--- src/rtl/dac_frame_builder.sv ---
// Buffers tagged 12-bit samples and presents formatted 24-bit DAC command
// words. The output word advances only at the serializer's frame boundary.
module dac_frame_builder #(
  parameter int unsigned DATA_W     = 12,
  parameter int unsigned FIFO_DEPTH = 4,
  parameter logic [3:0]  CMD        = 4'b0011,
  parameter logic [11:0] IDLE_DATA  = 12'h800,
  parameter logic [3:0]  IDLE_CHAN  = 4'hF,
  localparam int unsigned PTR_W     = $clog2(FIFO_DEPTH),
  localparam int unsigned LVL_W     = $clog2(FIFO_DEPTH) + 1
) (
  input  logic              clk,
  input  logic              reset,
  input  logic              in_valid,
  output logic              in_ready,
  input  logic [DATA_W-1:0] in_data,
  input  logic [3:0]        in_chan,
  input  logic              frame_done,
  output logic [23:0]       dac_word,
  output logic [LVL_W-1:0]  fifo_level,
  output logic              underrun,
  output logic [7:0]        underrun_cnt
);

  typedef enum logic [1:0] {StWait, StHi1, StHold} state_e;

  state_e                    state_q;
  logic [DATA_W+3:0]         mem_q [FIFO_DEPTH];
  logic [PTR_W-1:0]          wr_ptr_q;
  logic [PTR_W-1:0]          rd_ptr_q;
  logic                      push;
  logic                      load;
  logic                      pop;
  logic                      fifo_empty;
  logic [DATA_W+3:0]         head;

  assign in_ready   = (fifo_level < LVL_W'(FIFO_DEPTH));
  assign fifo_empty = (fifo_level == '0);
  assign push       = in_valid && in_ready;
  // The second consecutive frame_done cycle is the wrap edge from bit 0 to bit 23.
  assign load       = (state_q == StHi1) && frame_done;
  assign pop        = load && !fifo_empty;
  assign head       = mem_q[rd_ptr_q];

  // Sample storage; entries need no reset since level gates every read.
  always_ff @(posedge clk) begin
    if (push) begin
      mem_q[wr_ptr_q] <= {in_chan, in_data};
    end
  end

  // Pointers and occupancy; simultaneous push and pop leave the level unchanged.
  always_ff @(posedge clk) begin
    if (!reset) begin
      wr_ptr_q   <= '0;
      rd_ptr_q   <= '0;
      fifo_level <= '0;
    end else begin
      if (push) wr_ptr_q <= wr_ptr_q + 1'b1;
      if (pop)  rd_ptr_q <= rd_ptr_q + 1'b1;
      unique case ({push, pop})
        2'b10:   fifo_level <= fifo_level + 1'b1;
        2'b01:   fifo_level <= fifo_level - 1'b1;
        default: fifo_level <= fifo_level;
      endcase
    end
  end

  // Frame FSM with registered word and underrun outputs.
  always_ff @(posedge clk) begin
    if (!reset) begin
      state_q      <= StWait;
      dac_word     <= {CMD, IDLE_CHAN, IDLE_DATA, 4'h0};
      underrun     <= 1'b0;
      underrun_cnt <= '0;
    end else begin
      underrun <= 1'b0;
      unique case (state_q)
        StWait: begin
          if (frame_done) state_q <= StHi1;
        end
        StHi1: begin
          if (frame_done) begin
            state_q <= StHold;
            if (!fifo_empty) begin
              dac_word <= {CMD, head[DATA_W+3:DATA_W], head[DATA_W-1:0], 4'h0};
            end else begin
              // Empty at the boundary: repeat the last word and flag it.
              underrun <= 1'b1;
              if (underrun_cnt != 8'hFF) underrun_cnt <= underrun_cnt + 1'b1;
            end
          end else begin
            state_q <= StWait;
          end
        end
        StHold: begin
          if (!frame_done) state_q <= StWait;
        end
        default: state_q <= StWait;
      endcase
    end
  end

endmodule
--- config.mk ---
export PLATFORM = sky130hd
export DESIGN_NAME = dac_frame_builder
export DESIGN_NICKNAME = d
export VERILOG_FILES = /design/src/rtl/dac_frame_builder.sv
export SDC_FILE = /design/constraint.sdc
export NUM_CORES = 1
export LEC_CHECK = 0
export CELL_PAD_IN_SITES_DETAIL_PLACEMENT = 1
export CELL_PAD_IN_SITES_GLOBAL_PLACEMENT = 2
export CORE_AREA = 2 2 89 156
export CTS_CLUSTER_DIAMETER = 150
export DETAILED_ROUTE_END_ITERATION = 8
export DIE_AREA = 0 0 91 158
export MAX_ROUTING_LAYER = met4
export PLACE_DENSITY = 0.75
export SYNTH_ARGS = -nofsm -noshare
export SYNTH_HDL_FRONTEND = slang
export SYNTH_SLANG_ARGS = --single-unit
--- constraint.sdc ---
create_clock -name clk -period 5.6 [get_ports clk]
set_input_delay 0.56 -clock clk [delete_from_list [all_inputs] [get_ports clk]]
set_output_delay 0.56 -clock clk [all_outputs]
set_load 0.02 [all_outputs]
* After elaboration in Yosys (flattened, before gate mapping)
Memories as Yosys holds them, arrays and structs flattened. A register that Yosys moved wholly into a read port is not among the register bits.
Index checks and enable logic that the tools add are counted.
** Word-level totals
- Bits in read-only memories :: 0
- Input port bits :: 20
- Memory bits (writable) :: 64
- Bits in latches :: 0
- Register bits after elaboration :: 18
- Memories :: 1
** Memories
- mem_q :: words 4, width 16, rd ports 1, clocked after memory_dff 1, write ports 1, line 28 : logic [DATA_W+3:0] mem_q [FIFO_DEPTH];
** Cells by class
- Bitwise gates (word level) :: 1
- Divide/modulo/power cells :: 0
- Mux-type cells :: 8
- Shift operators :: 0
- Multipliers :: 0
- $add $sub $neg :: 5
- Reduce and logical (&&, ||, !) cells :: 12
- Order comparisons :: 1
- Eq/ne operators :: 7
** Operators by type and width (number)
- adder 8 x 1 -> 8 bit, second input constant :: 1
- inequality test 8 bit, second input constant :: 1
- two-way mux 2 bit :: 3
- case mux 2 bit (3 select lines) :: 1
- case mux 3 bit (2 select lines) :: 1
- AND reduction 3 bit :: 2
- adder 2 x 1 -> 2 bit, second input constant :: 2
- == test 2 x 1 -> 1 bit, second input constant :: 2
- == test 2 bit, second input constant :: 2
- inequality test 2 bit, second input constant :: 2
- AND reduction 4 bit :: 1
- adder 3 x 1 -> 3 bit, second input constant :: 1
- logical AND 1 bit :: 3
- zero test 3 bit :: 1
- less-than comparator 3 bit, second input constant :: 1
- two-way mux 1 bit :: 3
- subtractor 3 x 1 -> 3 bit, second input constant :: 1
- zero test 1 bit :: 2
- zero test 2 bit :: 1
- AND reduction 2 bit :: 1
- nonzero test 2 bit :: 1
- NOT 1 bit :: 1

* Longest topological paths before layout
Gate-level depths: netlist of run 1.
- Depth after elaboration :: 5
- Mapped depth :: 11

* Worst setup path after synthesis of run 1
OpenSTA, ideal clock, no wires.
- Kind :: input -> register
- From :: input frame_done
- To :: register fifo_level[2]
- Arrival time :: 2.335 ns
- Setup slack :: 3.195 ns
- Stages on the path :: 10
- Data required time :: 5.530 ns
- Cells stage by stage :: and3b_1 nand2_4 inv_4 buf_2 ha_1 inv_1 fa_1 xor2_1 or3_1 a21oi_1
** On the way
- Word-level cells in the longest chain between the ends :: 4
- Elaborated cells between the ends (all ways) :: 6
** Ends and longest elaborated chain
- start, declared :: line 18 : input logic frame_done,
- logical AND 1 bit * :: line 41 : assign load = (state_q == StHi1) && frame_done;
- logical AND 1 bit * :: line 42 : assign pop = load && !fifo_empty;
- via pop :: line 33 : logic pop;
- == test 2 x 1 -> 1 bit / == test 2 bit (equally long branches) :: line 61 : unique case ({push, pop})
- case mux 3 bit (2 select lines) / nonzero test 2 bit (equally long branches)
- end signal, assigned :: line 62 : 2'b10: fifo_level <= fifo_level + 1'b1;
- end signal, assigned :: line 63 : 2'b01: fifo_level <= fifo_level - 1'b1;
- end signal, assigned :: line 64 : default: fifo_level <= fifo_level;
- end, declared :: line 20 : output logic [LVL_W-1:0] fifo_level,
Mark *: on every way through the listed nets, which the timed path passes. The rest lies on a longest branch.
A chain may end at the register's enable or synchronous reset.

* Worst setup path in the final report of run 1
- From :: input frame_done
- To :: register fifo_level[2]
** On the way
- Word-level cells in the longest chain between the ends :: 4
- Elaborated cells between the ends (all ways) :: 6
** Ends and longest elaborated chain (line)
- logical AND 1 bit * :: 41
- logical AND 1 bit * :: 42
- == test 2 x 1 -> 1 bit / == test 2 bit (equally long branches) :: 61
- case mux 3 bit (2 select lines) / nonzero test 2 bit (equally long branches)
Every way passes the cells marked *; elsewhere a longest branch is shown, timed or not.

==> summary by stage, run 1 <==
Logic synthesis
The mux cell area share after synthesis is 0.101. Of all flip-flops after synthesis, the portion carrying an async set or reset was 0. The post-synthesis adder-cell area fraction is 0.0245. By area the synthesized netlist is led by sky130_fd_sc_hd__edfxtp_1 (50%), sky130_fd_sc_hd__dfxtp_1 (18%), sky130_fd_sc_hd__mux4_2 (9.3%), sky130_fd_sc_hd__nand2_1 (3.8%), sky130_fd_sc_hd__a21oi_1 (2.3%). Of the post-synthesis cell area, the dominant cell type holds 0.496. The number of synthesized flops with an enable pin is 64. The cell with the most instances after synthesis is sky130_fd_sc_hd__edfxtp_1. The mean instance size in the synthesized netlist is 14.3 um^2. The fraction of the mapped netlist area in compound gates was 0.0371. Of the total synthesized cell area, the portion taken by XOR and XNOR cells is 0.0158.

The instance count of the mapped netlist is 272. After synthesis, the largest family of logic cells by area is simple AND/OR/NAND/NOR gates. For this run, the register share of the synthesized area comes to 0.671. During synthesis, Yosys emitted a total of 0 warnings. Counting instances in the post-synthesis netlist gives the leading cell types as sky130_fd_sc_hd__edfxtp_1 (64), sky130_fd_sc_hd__nand2_1 (39), sky130_fd_sc_hd__dfxtp_1 (34), sky130_fd_sc_hd__a21oi_1 (18), sky130_fd_sc_hd__mux4_2 (16). Counting distinct cell types in the post-synthesis netlist gives 39. After synthesis the cells add up to 0.00388 mm^2. The largest total area in the synthesized netlist belongs to sky130_fd_sc_hd__edfxtp_1. Of the total synthesized cell area, the portion taken by AND, OR, NAND and NOR gates is 0.104. The number of register bits inferred by synthesis is 98.

In the synthesized netlist the dominant register cell turns out to be sky130_fd_sc_hd__edfxtp_1.

Global routing
The number of global-route vias before repair is 2401. The initial antenna violation count is 0. The first global-routing pass estimated 12.7 mm of wire. For this run, the total global-route usage over all layers was measured as 0.120. The total congestion overflow after global routing is 0.

Entering global routing, the biggest net connects 27 pins.

Die
The area of the die is 0.0144 mm^2. Measured along the x axis, the die boundary spans 91 um. The floorplan has 56 rows. The die height is 158 um. The floorplan core area is 0.0132 mm^2. The number of primary I/O pins is 57. The starting density of the core is 0.294.

STA
Based on the critical path, the design can be clocked at up to 357 MHz. Across all hold checks on the routed design, the worst slack comes to 0.455 ns. For the pin with the worst max-slew slack, the measured transition is 0.893 ns. Setup repair after global routing left no endpoint under its margin. Clock skew on the completed layout was measured at 0.00954 ns. The total count of hold-check failures in the final report came to 0. The accumulated negative setup slack is 0 ns.

The number of max-slew violations in the final report is 0. Measured against its own limit, the worst slew margin works out to 0.405. The count of endpoints failing setup in the final report is 0. Of the available clock period, the critical path in the final layout requires 0.501. The minimum clock period after layout is 2.80 ns.

Setup path
STA classifies the critical path startpoint as an input port. At the worst endpoint, the arrival time is 3.05 ns. The sort of element at the end of the critical path is a register.

STA puts the critical path data required time at 5.85 ns. The worst setup path is of the input port to register kind. The biggest fanout along the worst timing path is 18.

Clocking
For this design, the CTS-stage hold fixing added 0 buffers. In this run the clock root is driven by a sky130_fd_sc_hd__clkbuf_16. The number of gates resized after cts is 0. The total CTS buffers is 9. The maximum count of clock buffers along a single path is 2. The total number of H-tree levels is 3.

The insertion delay to the later sink of the worst-skew pair is 0.34 ns. The clock tree from TritonCTS is done. Post-CTS timing repair inserted 0 buffers for setup. The clock input transition at the sequential cells of the worst setup and hold paths is 0.07 ns. The clock net sink count is 98.

Layout
The repair_antennas step left the layout with diodes totalling 0. The net count reported at finish is 346. The total area of sequential cells is 0.00260 mm^2. The share of cells above drive strength 1 is 0.108. The multi-input gate area in the final layout is 0.00112 mm^2. The count of fill cells added during filler insertion is 1427. The post-synthesis to final-layout area growth is 23.3%.

Run status
The run finished with clean final reports.

Drt
Dividing the detail-routed wire length by the instance count gives 16.0 um. The pre-antenna-repair detailed-routing pass consisted of 4 iterations. Dividing the detail-routed via count by the number of cells gives 4.51.

The initial DRC count is 37. For this block, the routed nets add up to 7.99 mm of wire. In this run the remaining antenna-violating nets after routing total 0. The residual DRC count is 0. The detailed router placed 2248 vias in this run.

Power and ir drop
VDD sags by at most 0.125 mV. In this run the power density over the cells is 326 mW/mm^2. For this design the static power due to leakage is 0.00160 uW. Power comes to 1560 uW.

Placed design
Routability-driven placement finished with a final weighted congestion of 0.816. The number of port buffers is 48. The placed wire-length estimate after detailed placement is 5.87 mm.

Worst hold path
The tightest min-delay check is of the register to register type.

Flow run
The max-cap check violation count is 0.
## worst max-delay path, cell delays in order
cell and delay (ns):
sky130_fd_sc_hd__clkdlybuf4s50_1 0.51, sky130_fd_sc_hd__and3b_1 0.30, sky130_fd_sc_hd__nand2_4 0.18, sky130_fd_sc_hd__inv_4 0.22, sky130_fd_sc_hd__ha_1 0.21, sky130_fd_sc_hd__inv_1 0.06, sky130_fd_sc_hd__fa_1 0.38, sky130_fd_sc_hd__xor2_1 0.16
sky130_fd_sc_hd__or3_1 0.31, sky130_fd_sc_hd__a21oi_1 0.15
## cells by family after synthesis
group           count (synthesis)
fa+ha+maj                       7
compound gates                 26
buf+inv                        31
simple gates                   82
other cells                     2
xor+xnor                        7
mux                            19
flops                          98
## sequential cells by signal (all words and copies together), names as in the netlist
register	count
dac_word	16
fifo_level	3
mem_q	64
rd_ptr_q	2
state_q	2
underrun	1
underrun_cnt	8
wr_ptr_q	2
## power breakdown
group	switching (uW)	leakage, uW	internal (uW)
clock network	249	0.000143	359
registers	14.3	0.000863	806
logic	76.3	0.000592	54.4
total	340	0.00160	1220
## cells in the final DEF, fill, tap and decap left out, types with 3 or more instances in the layout
cell / instances
sky130_fd_sc_hd__a21oi_1: 18
sky130_fd_sc_hd__and2_1: 4
sky130_fd_sc_hd__and3_1: 3
sky130_fd_sc_hd__clkbuf_16: 9
sky130_fd_sc_hd__clkdlybuf4s50_1: 48
sky130_fd_sc_hd__conb_1: 8
sky130_fd_sc_hd__dfxtp_1: 34
sky130_fd_sc_hd__edfxtp_1: 64
sky130_fd_sc_hd__ha_1: 6
sky130_fd_sc_hd__inv_1: 10
sky130_fd_sc_hd__mux2i_1: 3
sky130_fd_sc_hd__mux4_2: 16
sky130_fd_sc_hd__nand2_1: 39
sky130_fd_sc_hd__nand3_1: 10
sky130_fd_sc_hd__nor2_1: 12
sky130_fd_sc_hd__nor3_1: 3
sky130_fd_sc_hd__o21ai_0: 3
sky130_fd_sc_hd__xor2_1: 5
## per-stage QoR
| step | instances | utilization | cell area [um^2] | worst slack (ns) |
|---|---|---|---|---|
| after floorplan | 278 | - | 3900 | 3.19 |
| after global placement | 482 | 0.340 | 4480 | 2.57 |
| after detailed placement | 482 | 0.340 | 4480 | 2.46 |
| after CTS | 498 | 0.363 | 4780 | 2.79 |
| after global routing | 498 | 0.363 | 4780 | 2.61 |
| final | 498 | 0.363 | 4780 | 2.80 |
## path summary, 6_finish.rpt
| check | startpoint | to | slack, ns | cells after the start |
|---|---|---|---|---|
| worst max-delay path | frame_done | fifo_level[2] | 2.80 | 10 |
| worst min-delay path | dac_word[7] | dac_word[7] | 0.45 | 2 |
| worst max register to register | fifo_level[0] | fifo_level[2] | 2.96 | 9 |
| worst min register to register | dac_word[7] | dac_word[7] | 0.45 | 2 |
## final cells by class
type / instances / area share
Clock inverter: 4 / 0.0107
Timing Repair Buffer: 49 / 0.102
Clock buffer: 12 / 0.0516
Multi-Input combinational cell: 149 / 0.235
Tap cell: 174 / 0.0456
Sequential cell: 98 / 0.545
Inverter: 12 / 0.00995
## routing by layer
metal	wire length, um	vias up	GRT usage	part of all wire
met4	340	0	0.0722	0.043
li1	-	1056	-	-
met3	235	22	0.0248	0.029
met1	2970	1115	0.116	0.37
met5	0	-	-	0
met2	4450	55	0.220	0.56
No activity file was read; power rests on OpenSTA's default activity.
==> run 2, diff against run 1 <==
Clock period 5.6 ns to 2.8 ns, I/O delays scaled along.
==> run 2 against run 1 <==
Against the previous run:
- routed wire length rose by 0.21%
- highest routed layer unchanged
- count of clock-buffer cells in the layout did not move
- sequential power rose by 100%
- die area did not move
- largest cell class unchanged
- flip-flop and latch count did not move
- utilization rose by 0.39 points
- global-route usage rose by 0.24 points
- final area rose by 1.1%
- power rose by 98%
- cell count rose by 1.8%
- non-clock buffer count rose by 9
==> summary by stage, run 2 (synthesis gave the netlist of run 1 again) <==
Global routing
The global-route total usage across every layer is 0.123 (+0.00240). The number of global-route vias before repair is 2438 (+1.5%). The initial antenna violation count is 0 (unchanged). The met1 layer usage reported by global route is 0.122 (+0.00615). The total congestion overflow after global routing was 0 (unchanged). The global-route met2 utilization is 0.222 (+0.00176). The pin count of the biggest net entering global routing is 19 (-30%). The global-route wire length before repair is 12.8 mm (+0.60%).

The global routing met3 resource utilization is 0.0328 (+0.00809). The global routing's busiest layer is met2.

Clocking
The clock tree from TritonCTS is done. The maximum count of clock buffers along a single path is 2 (unchanged). The total CTS buffers is 9 (unchanged). The master cell of the clock root buffer is sky130_fd_sc_hd__clkbuf_16. The total number of H-tree levels is 3 (unchanged).

The buffers inserted during post-CTS setup optimization is 0 (unchanged). The number of gates resized after cts came to 0 (unchanged). The clock net sink count is 98 (unchanged).

The insertion delay to the later sink of the worst-skew pair is 0.34 ns (about the same). The hold buffer count at cts is 0 (unchanged). The clock input transition at the sequential cells of the worst setup and hold paths was 0.06 ns (about the same).

Power and ir drop
The total leakage power came to 0.00164 uW (+2.7%). The fraction of power spent switching nets is 0.217 (-0.00110). The reported net switching power is 670 uW (+97%). The clock network power share is 0.381 (-0.009). The combinational fraction of design power came to 0.088 (+0.004). The ratio of total power to cell area is 639 mW/mm^2 (+96%). The peak supply drop is 0.265 mV (+110%). The total internal power is 2420 uW (+98%). The share of total power in sequential cells is 0.531 (+0.005).

Drt
The number of nets with antenna violations after detailed routing is 0 (unchanged). The average via count per standard cell was 4.41 (-2.3%). The initial DRC count is 98 (+160%). The final wirelength is 8.01 mm (+0.21%). The residual DRC count is 0 (unchanged).

The detail-routed net length per standard cell is 15.8 um (-1.6%). The total iterations of the first detailed-routing run is 4 (unchanged). The total vias in the final route came to 2236 (-0.53%).

Setup path
The worst register-to-register path ends at fifo_level[2]. The launch point of the worst path is fifo_level[2]. STA classifies the critical path endpoint as a register. STA classifies the critical path startpoint as a register. The delay of the slowest cell on the worst path is 0.44 ns (-0.07 ns). The critical setup path kind is register to register. The biggest fanout along the worst timing path is 7 (-11). The depth of the worst register-to-register path was 9 (unchanged).

On the critical path the largest part of the delay comes from simple AND/OR/NAND/NOR gates. The combined buffer and inverter count along the critical path was 2 (-1). The reg-to-reg critical path startpoint is fifo_level[2].

The internal reg-to-reg setup slack came to 0.51 ns (-2.45 ns). The required time of the critical path is 3.07 ns (-2.78 ns). The cell with the biggest individual delay on the critical path is sky130_fd_sc_hd__dfxtp_1. The data arrival time at the worst-slack endpoint is 2.56 ns (-0.49 ns). The critical path's most frequent cell is sky130_fd_sc_hd__or3_1. The signal on the critical path passes through or3_1 > nand2_4 > inv_4 > ha_1 > inv_1 > fa_1 > xor2_1 > or3_1 > a21oi_1.

Layout
More flip-flops sit in one register than any other, and that register is mem_q. The final cell area excluding filler cells is 0.00483 mm^2 (+1.1%). The share of cells above drive strength 1 was 0.129 (+0.0211). The diode insertion count for antenna repair is 0 (unchanged). The net count reported at finish is 355 (+2.6%). Compared with the post-synthesis result, the final layout area differs by 24.6%. The largest registers in the layout are mem_q (64), dac_word (16), underrun_cnt (8). The post-route core utilization is 0.367 (+0.00389).

The most common cell after layout, fill and taps aside is sky130_fd_sc_hd__edfxtp_1. The number of flip-flops in the largest register was 64 (unchanged). Leaving out fill and tap cells, the most frequent cells in the layout are sky130_fd_sc_hd__edfxtp_1 (64), sky130_fd_sc_hd__clkdlybuf4s50_1 (48), sky130_fd_sc_hd__nand2_1 (39), sky130_fd_sc_hd__dfxtp_1 (34), sky130_fd_sc_hd__a21oi_1 (18).

STA
The accumulated negative setup slack came to 0 ns (unchanged). The count of endpoints failing setup in the final report is 0 (unchanged). The total count of hold-check failures in the final report came to 0 (unchanged).

The minimum clock period after layout is 2.29 ns. The number of max-slew violations in the final report was 0 (unchanged). The fmax is 437 MHz.

Setup repair after global routing left no endpoint under its margin. The portion of the clock cycle consumed by the worst path in the final layout is 0.818. The worst setup skew after layout is 0.00838 ns (-0.00116 ns). The relative slew slack is 0.462 (+0.0577). The worst hold margin is 0.460 ns (+0.00517 ns). The actual transition at the worst max-transition pin was 0.805 ns (-0.0877 ns).

Placed design
The final weighted congestion of routability-driven global placement is 0.745 (-8.7%). The number of port buffers is 48 (unchanged). The area after detailed placement is 0.00455 mm^2 (+1.5%). The placed wire-length estimate after detailed placement is 5.76 mm (-1.9%).

Die
The number of primary I/O pins is 57 (unchanged). The site row count was 56 (unchanged). The floorplan core area is 0.0132 mm^2 (unchanged). The die span in x is 91 um (unchanged). The die height is 158 um (unchanged). The starting density of the core is 0.294 (unchanged).

The area of the die is 0.0144 mm^2 (unchanged).

Worst hold path
The hold path startpoint is dac_word[9]. The worst hold path terminates at dac_word[9]. The path class of the lowest-slack min-delay path is register to register. The count of cells along the worst hold path came to 2 (unchanged).

Run status
The run finished with clean final reports.

Flow run
The max-cap check violation count came to 0 (unchanged).
## run 2: changes by cell type in the layout (fill, tap and decap cells not counted)
cell | before | now
sky130_fd_sc_hd__clkbuf_1 | 2 | 3
sky130_fd_sc_hd__clkbuf_8 | 1 | 0
sky130_fd_sc_hd__buf_4 | 1 | 10
sky130_fd_sc_hd__clkinvlp_4 | 1 | 0
sky130_fd_sc_hd__inv_6 | 1 | 0
sky130_fd_sc_hd__clkinv_2 | 1 | 3
## run 2: metal layers
metal  share of wire  vias to the layer above
met4           0.024                        0
met1            0.37                     1106
met5               0                        -
li1                -                     1074
met3           0.033                       11
met2            0.57                       45
## run 2: how the worst max path moves through the flow
stage,end,slack [ns],cells past startpoint
2_1_floorplan,fifo_level[2],0.45,11
3_3_place_gp,fifo_level[2],0.32,10
3_5_place_dp,fifo_level[2],0.20,10
4_1_cts,fifo_level[2],0.50,9
5_1_grt,fifo_level[2],0.36,9
6_report,fifo_level[2],0.51,9
## run 2: area by class of cell
cell class / instances / area [um^2]
Clock buffer: 12 / 236
Clock inverter: 4 / 45.0
Fill cell: 1428 / 8340
Inverter: 12 / 47.5
Multi-Input combinational cell: 149 / 1120
Sequential cell: 98 / 2600
Tap cell: 174 / 218
Timing Repair Buffer: 58 / 556
## run 2: metrics by stage
| step | total power [uW] | setup slack [ns] | instances |
|---|---|---|---|
| after detailed placement | 1950 | 0.198 | 491 |
| after global placement | 1930 | 0.320 | 491 |
| after global routing | 3210 | 0.362 | 507 |
| after CTS | 3140 | 0.500 | 507 |
| final | 3090 | 0.510 | 507 |
| after floorplan | 1840 | 0.448 | 278 |
## run 2: worst register-to-register path: stages, from the launching register on
cell	delay [ns]
sky130_fd_sc_hd__dfxtp_1	0.44
sky130_fd_sc_hd__or3_1	0.35
sky130_fd_sc_hd__nand2_4	0.09
sky130_fd_sc_hd__inv_4	0.07
sky130_fd_sc_hd__ha_1	0.18
sky130_fd_sc_hd__inv_1	0.06
sky130_fd_sc_hd__fa_1	0.39
sky130_fd_sc_hd__xor2_1	0.17
sky130_fd_sc_hd__or3_1	0.31
sky130_fd_sc_hd__a21oi_1	0.16
## run 2: power by group through the flow
stage	Combinational (uW)	Clock, uW	Sequential [uW]
6_report	272	1180	1640
5_1_grt	299	1270	1650
4_1_cts	280	1220	1640
3_5_place_dp	277	0	1670
3_3_place_gp	267	0	1660
2_1_floorplan	161	0	1680
==> run 3, diff against run 2 <==
Clock period 2.8 ns to 2.36 ns, I/O delays scaled along.
==> run 3 against run 2 <==
Against the previous run:
- critical path depth increased by 1
- via count up 3.5%
- clock skew up 0.0012 ns
- die area unchanged
- sequential share of layout area fell by 0.21 points
- register-to-register slack worse by 0.19 ns
- count of clock-buffer cells in the layout decreased by 2
- worst setup slack got worse by 0.21 ns
- critical endpoint unchanged
- largest power group unchanged
==> summary by stage, run 3 (synthesis gave the netlist of run 1 again) <==
Layout
The post-route core utilization is 0.368 (+0.00143). In the final layout, the registers with the most flip-flops are mem_q (64), dac_word (16), underrun_cnt (8). The final cell area excluding filler cells is 0.00485 mm^2 (+0.39%). The count of fill cells added during filler insertion is 1437 (+0.63%). The library cell used most frequently in the layout, excluding fill and tap cells, is sky130_fd_sc_hd__edfxtp_1. The number of flip-flops in the largest register is 64 (unchanged). The top cell types in the final layout, fill and taps aside, are sky130_fd_sc_hd__edfxtp_1 (64), sky130_fd_sc_hd__clkdlybuf4s50_1 (48), sky130_fd_sc_hd__nand2_1 (39), sky130_fd_sc_hd__dfxtp_1 (34), sky130_fd_sc_hd__a21oi_1 (18). The largest register by flop count is mem_q. The post-synthesis to final-layout area growth is 25.1%. The net count reported at finish is 360 (+1.4%). The share of cells above drive strength 1 was 0.139 (+0.00992).

The diode insertion count for antenna repair is 0 (unchanged).

Power and ir drop
The power after layout is 3570 uW (+16%). The peak supply drop is 0.328 mV (+24%). The total leakage power is 0.00166 uW (+0.90%). The ratio of total power to cell area is 737 mW/mm^2 (+15%).

Setup path
The biggest fanout along the worst timing path is 4 (-3). The reg-to-reg critical path startpoint is fifo_level[2]. The internal reg-to-reg setup slack came to 0.32 ns (-0.19 ns). The required time of the critical path came to 2.64 ns (-0.43 ns). The worst setup path is of the input port to register kind. The depth of the worst register-to-register path is 9 (unchanged).

The category of the worst setup path launch point is an input port. The data arrival time at the worst-slack endpoint is 2.33 ns (-0.23 ns). STA classifies the critical path endpoint as a register. The endpoint identified for the worst register-to-register timing path is fifo_level[2].

Drt
The average via count per standard cell is 4.52 (+2.5%). The total vias in the final route is 2315 (+3.5%). The final wirelength was 7.87 mm (-1.7%).

The residual DRC count is 0 (unchanged). The initial DRC count came to 76 (-22%). The number of nets with antenna violations after detailed routing came to 0 (unchanged). The total iterations of the first detailed-routing run was 4 (unchanged). The detail-routed net length per standard cell is 15.4 um (-2.7%).

Clocking
The master cell of the clock root buffer is sky130_fd_sc_hd__clkbuf_16. The number of gates resized after cts is 0 (unchanged). The buffers inserted during post-CTS setup optimization is 0 (unchanged). The total CTS buffers is 9 (unchanged).

The total number of H-tree levels is 3 (unchanged). The maximum count of clock buffers along a single path is 2 (unchanged). The clock tree from TritonCTS is done. The hold buffer count at cts is 0 (unchanged). The clock net sink count is 98 (unchanged). The insertion delay to the later sink of the worst-skew pair came to 0.34 ns (about the same). The clock input transition at the sequential cells of the worst setup and hold paths was 0.07 ns (about the same).

Worst hold path
For hold timing, the worst endpoint is dac_word[10]. The count of cells along the worst hold path was 2 (unchanged). The path class of the tightest hold or removal check is register to register.

In this run the most critical hold path is launched from dac_word[10].

Placed design
The final weighted congestion of routability-driven global placement is 0.734 (-1.5%). The number of port buffers is 48 (unchanged). The placed wire-length estimate after detailed placement came to 5.68 mm (-1.3%). The area after detailed placement is 0.00459 mm^2 (+0.83%).

STA
The total count of hold-check failures in the final report is 0 (unchanged). The accumulated negative setup slack was 0 ns (unchanged). The number of max-slew violations in the final report is 0 (unchanged). The portion of the clock cycle consumed by the worst path in the final layout is 0.872. Subtracting the final worst setup slack from the clock period gives 2.06 ns. Static timing analysis puts the maximum clock frequency at 486 MHz.

The worst setup skew after layout is 0.00959 ns (+0.00121 ns). Setup repair after global routing left no endpoint under its margin. The count of endpoints failing setup in the final report is 0 (unchanged).

Global routing
The initial antenna violation count is 0 (unchanged). The number of global-route vias before repair was 2498 (+2.5%). The global-route total usage across every layer was 0.119 (-0.00332).

The total congestion overflow after global routing is 0 (unchanged). The global-route wire length before repair is 12.6 mm (-1.8%). The pin count of the biggest net entering global routing is 19 (unchanged).

Die
The die span in x was 91 um (unchanged). The area of the die is 0.0144 mm^2 (unchanged). The starting density of the core is 0.294 (unchanged). The site row count is 56 (unchanged). The number of primary I/O pins is 57 (unchanged). The die height came to 158 um (unchanged). The floorplan core area is 0.0132 mm^2 (unchanged).

Flow run
The max-cap check violation count is 0 (unchanged).

Run status
The run finished with clean final reports.
## run 3: worst max-delay path: stages
cell	delay [ns]
sky130_fd_sc_hd__clkdlybuf4s50_1	0.51
sky130_fd_sc_hd__and3b_1	0.25
sky130_fd_sc_hd__nand2_4	0.07
sky130_fd_sc_hd__inv_4	0.05
sky130_fd_sc_hd__ha_1	0.15
sky130_fd_sc_hd__inv_1	0.05
sky130_fd_sc_hd__fa_1	0.37
sky130_fd_sc_hd__xor2_1	0.16
sky130_fd_sc_hd__or3_1	0.32
sky130_fd_sc_hd__a21oi_1	0.16
## run 3: where the power goes
part / leakage (uW) / internal [uW] / switching, uW
clock: 0.000129 / 705 / 596
combinational: 0.000663 / 148 / 181
sequential: 0.000863 / 1910 / 32.0
## run 3: how the worst max path moves through the flow
| stage | start | to | slack, ns | depth (start not counted) |
|---|---|---|---|---|
| after floorplan | fifo_level[0] | fifo_level[2] | 0.008 | 11 |
| after detailed placement | frame_done | fifo_level[2] | -0.01 | 10 |
| after CTS | fifo_level[2] | fifo_level[2] | 0.29 | 9 |
| final | frame_done | fifo_level[2] | 0.30 | 10 |
| after global routing | fifo_level[2] | fifo_level[2] | 0.21 | 9 |
| after global placement | frame_done | fifo_level[2] | 0.03 | 10 |
## run 3: layout make-up
type,instances,area (um^2),share of cell area
clock buffer,10,229,0.0472
clock inverter,6,33.8,0.00697
inverter,12,47.5,0.00981
multi-input combinational,149,1120,0.232
sequential,98,2600,0.537
tap,174,218,0.0449
timing repair buffer,63,593,0.122
## run 3: per-layer routing
metal | track usage | part of all wire | vias to the layer above
met4 | 0.0693 | 0.031 | 0
met1 | 0.111 | 0.37 | 1158
met2 | 0.223 | 0.57 | 48
li1 | - | - | 1089
met3 | 0.0257 | 0.032 | 20
met5 | - | 0 | -
## run 3: stage by stage
| step | std cells | hold WS, ns | worst slack (ns) |
|---|---|---|---|
| 2_1_floorplan | 278 | 0.335 | 0.00767 |
| 5_1_grt | 512 | 0.489 | 0.215 |
| 3_5_place_dp | 496 | 0.456 | -0.0122 |
| 6_report | 512 | 0.459 | 0.301 |
| 3_3_place_gp | 496 | 0.448 | 0.0338 |
| 4_1_cts | 512 | 0.465 | 0.293 |
